File: config.mk
export PLATFORM = sky130hd
export DESIGN_NAME = alu_multicycle
export DESIGN_NICKNAME = d
export VERILOG_FILES = /design/src/rtl/alu_multicycle.sv
export SDC_FILE = /design/constraint.sdc
export NUM_CORES = 1
export LEC_CHECK = 0
export ABC_AREA = 1
export ABC_CLOCK_PERIOD_IN_PS = 3100
export CAP_MARGIN = 30
export CORE_MARGIN = 8
export CORE_UTILIZATION = 37
export DETAILED_ROUTE_END_ITERATION = 8
export GPL_ROUTABILITY_DRIVEN = 0
export GPL_TIMING_DRIVEN = 0
export PLACE_DENSITY = 0.58
export SLEW_MARGIN = 20
export SYNTH_ARGS = -nofsm -noshare
export SYNTH_HDL_FRONTEND = slang
export SYNTH_SLANG_ARGS = --single-unit
File: constraint.sdc
create_clock -name clk -period 3.1 [get_ports clk]
set_clock_uncertainty 0.05 [all_clocks]
set_input_delay 0.465 -clock clk [delete_from_list [all_inputs] [get_ports clk]]
set_output_delay 0.465 -clock clk [all_outputs]
set_load 0.005 [all_outputs]
File: src/rtl/alu_multicycle.sv
// alu_multicycle: execute-stage ALU with an iterative unsigned multiplier/divider.
//
// Single-cycle ops (logic, ADD/SUB, SLT/SLTU) and illegal codes complete one cycle
// after accept. MUL/MULHU/DIVU/REMU iterate one bit per cycle for WIDTH cycles.
// The unit holds one op at a time and uses valid/ready on both sides.
//
// Ports:
//   clk        rising-edge clock
//   reset_n    synchronous active-low reset
//   in_valid   op1/op2/f valid          in_ready   unit can accept a new op
//   op1, op2   operands                 f          function code
//   out_valid  result/flags valid       out_ready  consumer takes result
//   result     registered result        zero       result == 0
//   ovf        signed overflow (ADD/SUB only)
//   illegal    undefined function code; result forced to 0
module alu_multicycle #(
    parameter int unsigned WIDTH  = 32,
    parameter bit          MULDIV = 1'b1
) (
    input  logic             clk,
    input  logic             reset_n,
    input  logic             in_valid,
    output logic             in_ready,
    input  logic [WIDTH-1:0] op1,
    input  logic [WIDTH-1:0] op2,
    input  logic [3:0]       f,
    output logic             out_valid,
    input  logic             out_ready,
    output logic [WIDTH-1:0] result,
    output logic             zero,
    output logic             ovf,
    output logic             illegal
);

    localparam int unsigned CntW = (WIDTH > 1) ? $clog2(WIDTH) : 1;

    typedef enum logic [1:0] {StIdle, StBusy, StDone} state_e;

    state_e               state_q, state_d;
    logic [CntW-1:0]      cnt_q, cnt_d;
    // Shared iteration register: {partial product hi, multiplier/product lo} for
    // multiply, {partial remainder, dividend/quotient} for divide.
    logic [2*WIDTH-1:0]   p_q, p_d;
    // Multiplicand for multiply, divisor for divide.
    logic [WIDTH-1:0]     opnd_q, opnd_d;
    logic                 div_q, div_d;
    logic                 hi_q, hi_d;
    logic [WIDTH-1:0]     result_q, result_d;
    logic                 zero_q, zero_d;
    logic                 ovf_q, ovf_d;
    logic                 illegal_q, illegal_d;

    logic [WIDTH-1:0]     add_sum, sub_diff, sc_res;
    logic                 sc_ovf, sc_ill, multi;
    logic [WIDTH:0]       mul_sum, div_shift, div_diff;
    logic                 div_ge;
    logic [2*WIDTH-1:0]   mul_next, div_next, iter_next;

    assign add_sum  = op1 + op2;
    assign sub_diff = op1 - op2;

    // Single-cycle datapath and decode.
    always_comb begin
        sc_res = '0;
        sc_ovf = 1'b0;
        sc_ill = 1'b0;
        multi  = 1'b0;
        case (f)
            4'b0000: sc_res = op1 & op2;
            4'b0001: sc_res = op1 | op2;
            4'b0010: begin
                sc_res = add_sum;
                sc_ovf = (op1[WIDTH-1] == op2[WIDTH-1]) && (add_sum[WIDTH-1] != op1[WIDTH-1]);
            end
            4'b0100: sc_res = op1 & ~op2;
            4'b0101: sc_res = op1 | ~op2;
            4'b0110: begin
                sc_res = sub_diff;
                sc_ovf = (op1[WIDTH-1] != op2[WIDTH-1]) && (sub_diff[WIDTH-1] != op1[WIDTH-1]);
            end
            4'b0111: sc_res = {{(WIDTH-1){1'b0}}, (op1 < op2)};
            4'b1000: sc_res = {{(WIDTH-1){1'b0}}, ($signed(op1) < $signed(op2))};
            4'b1001, 4'b1010, 4'b1011, 4'b1100: begin
                if (MULDIV) multi  = 1'b1;
                else        sc_ill = 1'b1;
            end
            default: sc_ill = 1'b1;
        endcase
    end

    // One shift-add multiply step: add multiplicand if lsb set, shift right.
    assign mul_sum  = {1'b0, p_q[2*WIDTH-1:WIDTH]} + (p_q[0] ? {1'b0, opnd_q} : '0);
    assign mul_next = {mul_sum, p_q[WIDTH-1:1]};

    // One restoring-divide step. Divide by zero falls out naturally: every step
    // subtracts 0, so the quotient fills with ones and the remainder becomes op1.
    assign div_shift = {p_q[2*WIDTH-1:WIDTH], p_q[WIDTH-1]};
    assign div_diff  = div_shift - {1'b0, opnd_q};
    assign div_ge    = (div_shift >= {1'b0, opnd_q});
    assign div_next  = {(div_ge ? div_diff[WIDTH-1:0] : div_shift[WIDTH-1:0]),
                        p_q[WIDTH-2:0], div_ge};

    assign iter_next = div_q ? div_next : mul_next;

    always_comb begin
        state_d   = state_q;
        cnt_d     = cnt_q;
        p_d       = p_q;
        opnd_d    = opnd_q;
        div_d     = div_q;
        hi_d      = hi_q;
        result_d  = result_q;
        zero_d    = zero_q;
        ovf_d     = ovf_q;
        illegal_d = illegal_q;
        unique case (state_q)
            StIdle: begin
                if (in_valid) begin
                    if (multi) begin
                        state_d = StBusy;
                        cnt_d   = '0;
                        div_d   = (f == 4'b1011) || (f == 4'b1100);
                        hi_d    = (f == 4'b1010) || (f == 4'b1100);
                        opnd_d  = div_d ? op2 : op1;
                        p_d     = {{WIDTH{1'b0}}, (div_d ? op1 : op2)};
                    end else begin
                        state_d   = StDone;
                        result_d  = sc_res;
                        zero_d    = (sc_res == '0);
                        ovf_d     = sc_ovf;
                        illegal_d = sc_ill;
                    end
                end
            end
            StBusy: begin
                p_d   = iter_next;
                cnt_d = cnt_q + 1'b1;
                if (cnt_q == CntW'(WIDTH - 1)) begin
                    state_d   = StDone;
                    result_d  = hi_q ? iter_next[2*WIDTH-1:WIDTH] : iter_next[WIDTH-1:0];
                    zero_d    = (result_d == '0);
                    ovf_d     = 1'b0;
                    illegal_d = 1'b0;
                end
            end
            StDone: begin
                if (out_ready) state_d = StIdle;
            end
            default: state_d = StIdle;
        endcase
    end

    always_ff @(posedge clk) begin
        if (!reset_n) begin
            state_q   <= StIdle;
            cnt_q     <= '0;
            p_q       <= '0;
            opnd_q    <= '0;
            div_q     <= 1'b0;
            hi_q      <= 1'b0;
            result_q  <= '0;
            zero_q    <= 1'b1;
            ovf_q     <= 1'b0;
            illegal_q <= 1'b0;
        end else begin
            state_q   <= state_d;
            cnt_q     <= cnt_d;
            p_q       <= p_d;
            opnd_q    <= opnd_d;
            div_q     <= div_d;
            hi_q      <= hi_d;
            result_q  <= result_d;
            zero_q    <= zero_d;
            ovf_q     <= ovf_d;
            illegal_q <= illegal_d;
        end
    end

    // Gated with reset_n so the unit never advertises ready while held in reset.
    assign in_ready  = reset_n && (state_q == StIdle);
    assign out_valid = (state_q == StDone);
    assign result    = result_q;
    assign zero      = zero_q;
    assign ovf       = ovf_q;
    assign illegal   = illegal_q;

endmodule

; ---- Word-level counts from Yosys, hierarchy flattened
; Cells that the tools add are included.
[word_totals]
ff_bits = 140
[op_classes]
n_addsub = 5
n_lt_le_gt_ge = 3
eq_ne = 23
n_mux = 36
bitwise_logic = 5
reduce_logical = 16
[ops]
columns = op, n
row1 = $mux W32, 8
row2 = $pmux W32 S8, 1
row3 = $mux W64, 3
row4 = $pmux W64 S2, 1
row5 = $and A32 B32 Y32, 2
row6 = $logic_not A32 Y1, 2
row7 = $lt A32 B32 Y1, 2
row8 = $or A32 B32 Y32, 2
row9 = $pmux W32 S2, 1
row10 = $sub A32 B32 Y32, 2
row11 = $add A32 B32 Y33, 1
row12 = $ge A33 B32 Y1, 1
row13 = $add A32 B32 Y32, 1
row14 = $not A32 Y32, 1
row15 = $eq A4 B4 Y1 const B, 5
row16 = $eq A4 B3 Y1 const B, 4
row17 = $reduce_or A12 Y1, 1
row18 = $mux W1, 10
row19 = $mux W5, 2
row20 = $pmux W5 S2, 1
row21 = $reduce_and A3 Y1, 3
row22 = $mux W2, 4
row23 = $ne A2 B2 Y1 const B, 4
row24 = $pmux W1 S2, 4
row25 = 17 further kinds, 22

; ---- Depth between registers and ports, before layout
[logic_depth]
word_depth = 7
mapped_depth = 27
mapped_depth_nobuf = 25

; ---- Least setup slack after synthesis
; OpenSTA, ideal clock, no wires.
[synth_path]
path_kind = register to register
from = register p_q[0]
to = register zero_q, in the netlist zero
setup_ns = 0.059
t_arrival_ns = 2.886
required_ns = 2.991
path_slack_ns = 0.105
path_stages_with_launch = 27
n_path_buf = 2
cell_sequence = dfxtp_1 clkbuf_1 clkbuf_1 nand2_1 inv_1 ha_1 inv_1 fa_1 nor2_1 nor2_1 o21ai_1 nand3_1 nand2_1 nand2_1 nand2_1 nand2_1 nand3_1 nand3_1 nand2_1 nand2_1 inv_1 nand2_1 nor2_1 nand3_1 nand2_1 nand2_1 nand2_1
[synth_between]
elab_chain_len = 7
[synth_lines]
columns = element, line_no
row1 = from (decl), 43  ; logic [2*WIDTH-1:0] p_q, p_d;
row2 = from (signal assigned), 168  ; p_q <= p_d;
row3 = $mux W32, 92  ; assign mul_sum = {1'b0, p_q[2*WIDTH-1:WIDTH]} + (p_q[0] ? {1'b0, opnd_q} : '0);
row4 = $add A32 B32 Y33, 92
row5 = $mux W64 (*), 103  ; assign iter_next = div_q ? div_next : mul_next;
row6 = $mux W32 (*), 140  ; result_d = hi_q ? iter_next[2*WIDTH-1:WIDTH] : iter_next[WIDTH-1:0];
row7 = $logic_not A32 Y1 (*), 141  ; zero_d = (result_d == '0);
row8 = $mux W1 (*), 138  ; if (cnt_q == CntW'(WIDTH - 1)) begin
row9 = $pmux W1 S2 (*), 116  ; unique case (state_q)
row10 = to (signal assigned), 173  ; zero_q <= zero_d;
row11 = to (decl), 49  ; logic zero_q, zero_d;
; Mark *: on every way between the ends. The rest lies on a longest branch, timed or not. The select of a mux whose other input is x is not followed.
; A chain may end at the register's enable or synchronous reset.

; ---- Worst setup path after layout
; Ends and elaborated chain as after synthesis.

==> metrics.md <==
| Metric | Value |
|---|---|
| Die span in x | `approximately 240 um` |
| Crit path max fanout | `7` |
| Final setup margin | `-0.0514 ns` |
| Logic pwr share | `between 40% and 50%` |
| Switch share | `45.1%` |
| Final period util | `102%` |
| Largest cells by area after synthesis | `nand2_1, dfxtp_1, inv_1` |
| Grt ovf | `0` |
| Max_cap viols | `0` |
| Crit-path max cell delay | `0.41 ns` |
| Final #Nets | `3,827` |
| Hold Vio Cnt, Final | `0` |
| ANT nets after route | `0` |
| Pint | `4.09 mW` |
| Clock Tree Root | `clkbuf_16` |
| Clock Power Share | `between 20% and 30%` |
| Cell Rows | `82` |
| P per Cell Area | `approximately 320 nW/um^2` |
| Clock buffer depth | `2` |
| Clock sinks | `140` |
| Yosys reg bits | `between 100 and 150` |
| Pleak | `~11 nW` |
| WP data required | `between 3 and 4 ns` |
| Post-DR wirelength/cell | `about 21 um` |
| Crit path buf inv count | `3` |
| Setup Crit Path Kind | `flop to flop` |
| CTS buffer count | `17` |
| Crit-path cells | `clkbuf_16, nand2_1, inv_2, ha_4, inv_2, fa_2, nor2_4, nor2_4, o21ai_4, nand2_2, nand2_4, a21oi_2, o21ai_2, nand3_2, nand2_2, nand2_2, nor2_1, nand3_1, nor2_4, nand3_2, nand2_1, nand2_1, nand2_1` |
| First-pass GRT wire length | `approximately 130,000 um` |
| Mean Syn Cell Area | `approximately 5.4 um^2` |
| Final WL | `90,100 um` |
| CTS tree | `built` |
| Outcome | `complete, but fails checks` |
| Min-Delay Path Depth | `3` |
| Most frequent CP cell | `nand2_1` |
| GRT Util Overall | `between 20% and 30%` |
| Levels on crit path | `23` |
| Port Buf Inserts | `108` |
| Yosys top cell by area | `nand2_1` |
| Tot Pwr | `~7.4 mW` |
| Crit path DAT | `3.51 ns` |
| Netlist cell types | `between 50 and 60` |
| Initial antenna violation count | `0` |
| Filler Cell Count | `5,439` |
| Final Max Tran Viols | `0` |
| Hold buffers post-CTS | `0` |
| Yosys warns | `0` |
| Share of layout cells above drive strength 1 | `between 10% and 20%` |
| CTS clk-pin slew, worst paths | `roughly 0.070 ns` |
| Top-area cell type share of the netlist area | `about a fifth` |
| Fmax | `0.317 GHz` |
| Synth Instances | `between 3k and 4k` |
| Die area | `58,400 um^2` |
| Hold WC Path Type | `primary input to flop` |
| Largest net degree at the start of global routing | `17` |
| Failing checks | `design-rule violations, negative setup slack` |
| Tmin final | `roughly 3.2 ns` |
| Vias per cell | `5.57` |
| Worst slew pin tran | `between 1 and 1.5 ns` |
| Startpoint type of the worst setup path | `flop` |
| Net Sw Power | `3.36 mW` |
| Initial DRT Pass Iterations | `9` |
| Critical path's top delay family | `simple AND/OR/NAND/NOR gates` |
| Die Y | `around 240 um` |
| CP max stage cell | `dfxtp_4` |
| Worst-Skew Late Latency | `~0.46 ns` |
| Sequential share of power | `a little over a quarter` |
| Final setup viols | `1` |
| IO Count | `about 110` |
| Area Growth Syn to Fin | `23.7%` |
| Maximum VDD drop | `a little under 0.0004 V` |
| Antenna Cells | `0` |
| Remaining DRCs | `1` |
| Synth Cell Area | `between 15,000 and 20,000 um^2` |
| CTS H-tree lvls | `4` |
| Async SR Flop Fraction | `0%` |
| EDFF count, synth | `0` |
| Main synth FF type | `dfxtp_1` |
| Final setup TNS | `-0.0514 ns` |
| Sequential area share after synthesis | `14.9%` |
| Vias in the first global route | `around 22k` |
| RSZ-0062 raised after global routing | `yes` |
| Synthesized net count | `between 3k and 4k` |
| CP endpoint kind | `flop` |
| Starting Density | `between 30% and 40%` |
| Register-to-Register Path Depth | `23` |
| DPL Wire Length | `approximately 74,000 um` |
| DR vias | `24.0k` |
| Initial DRC Count | `2,487` |
| Max-slew headroom | `roughly a third` |
| Core Box Area | `between 50,000 and 60,000 um^2` |
worst register-to-register path, delay by kind of cell, from the launching register on:
kind	cells	cell delay [ns]
and+or+nand+nor	15	1.47
buffers and inverters	3	0.26
DFF	1	0.41
AOI/OAI and AO/OA	3	0.35
adders and majority gates	2	0.56
stage by stage:
step,utilization (%),std cells,worst slack (ns),hold WS (ns),area (um^2)
global route,46.4,4306,-0.150,0.316,23300
detailed placement,41.3,4245,-1.28,0.407,20800
finish,46.4,4306,-0.0514,0.313,23300
CTS,42.9,4279,-0.218,0.419,21500
floorplan,-,3464,0.105,0.385,18800
global placement,41.3,4244,-1.25,0.407,20800
final timing paths:
kind                                from   endpoint  slack [ns]
worst min-delay path              op2[3]  opnd_q[3]        0.31
worst max register to register    p_q[0]       zero       -0.05
worst min register to register  cnt_q[4]   cnt_q[4]        0.42
worst max-delay path              p_q[0]       zero       -0.05
metal layers:
metal  global-route usage, %  wire (um)  share of wire, %
met1                    34.8      35800                40
met2                    49.5      41700                46
met3                    3.15       6330               7.0
met4                    16.8       6300               7.0
met5                       0          0                 0
registers in the layout, indices dropped and copies added (netlist names):
signal / flops
p_q: 64
opnd_q: 32
result: 32
cnt_q: 5
state_q: 2
div_q: 1
hi_q: 1
illegal: 1
ovf: 1
zero: 1
cells by family after synthesis:
group                      count (synthesis)  share of synthesized area (%)
and+or+nand+nor                         1918                           43.2
buffers and inverters                    638                           13.2
AOI/OAI and AO/OA                        610                           18.6
DFF                                      140                           14.9
adders and majority gates                133                           8.99
xor gates and xnor gates                  25                           1.16
placed cells by master (no fill, tap or decap), types with 60 or more instances in the layout:
cell,n
nand4_1,67
nand2_2,73
nand3_1,271
a21oi_1,212
inv_1,466
clkbuf_1,71
o21ai_0,148
ha_1,63
a211oi_1,60
nand2_1,998
nor2_1,301
dfxtp_1,117
layout make-up:
cell class	instances	area [um^2]	area share (%)
timing repair buffer	144	1380	5.90
tap	672	841	3.61
sequential	140	2840	12.2
multi-input combinational	2686	15200	65.1
clock buffer	20	457	1.96
inverter	509	1920	8.24
buffer	124	644	2.76
clock inverter	11	72.6	0.311
synthesized netlist by cell type (all sizes together), types with 5 or more instances:
cell type,n
nand3b,18
a21boi,5
nor3,32
a31oi,11
nand2,1077
nand3,319
o211ai,40
o22ai,7
xnor2,6
or2,15
o221ai,13
o21bai,12
a22oi,5
inv,505
nor2,374
o21a,6
clkbuf,90
nand4,71
a21oi,248
nor4,8
ha,129
o21ai,188
xor2,19
dfxtp,140
buf,39
a211oi,60
power by group through the flow:
stage | Combinational [mW] | Clock [mW] | Sequential (mW)
global placement | 3.14 | 0 | 2.00
finish | 3.56 | 1.91 | 1.97
global route | 3.85 | 1.98 | 1.97
CTS | 3.20 | 1.92 | 1.96
floorplan | 2.01 | 0 | 1.97
detailed placement | 3.14 | 0 | 2.00
what timing repair did:
item	CTS	global route
gates resized for setup	98	484
buffers inserted	6	29
pin swaps	8	72
endpoints found under the setup margin	58	45
(Power assumes the default switching activity.)
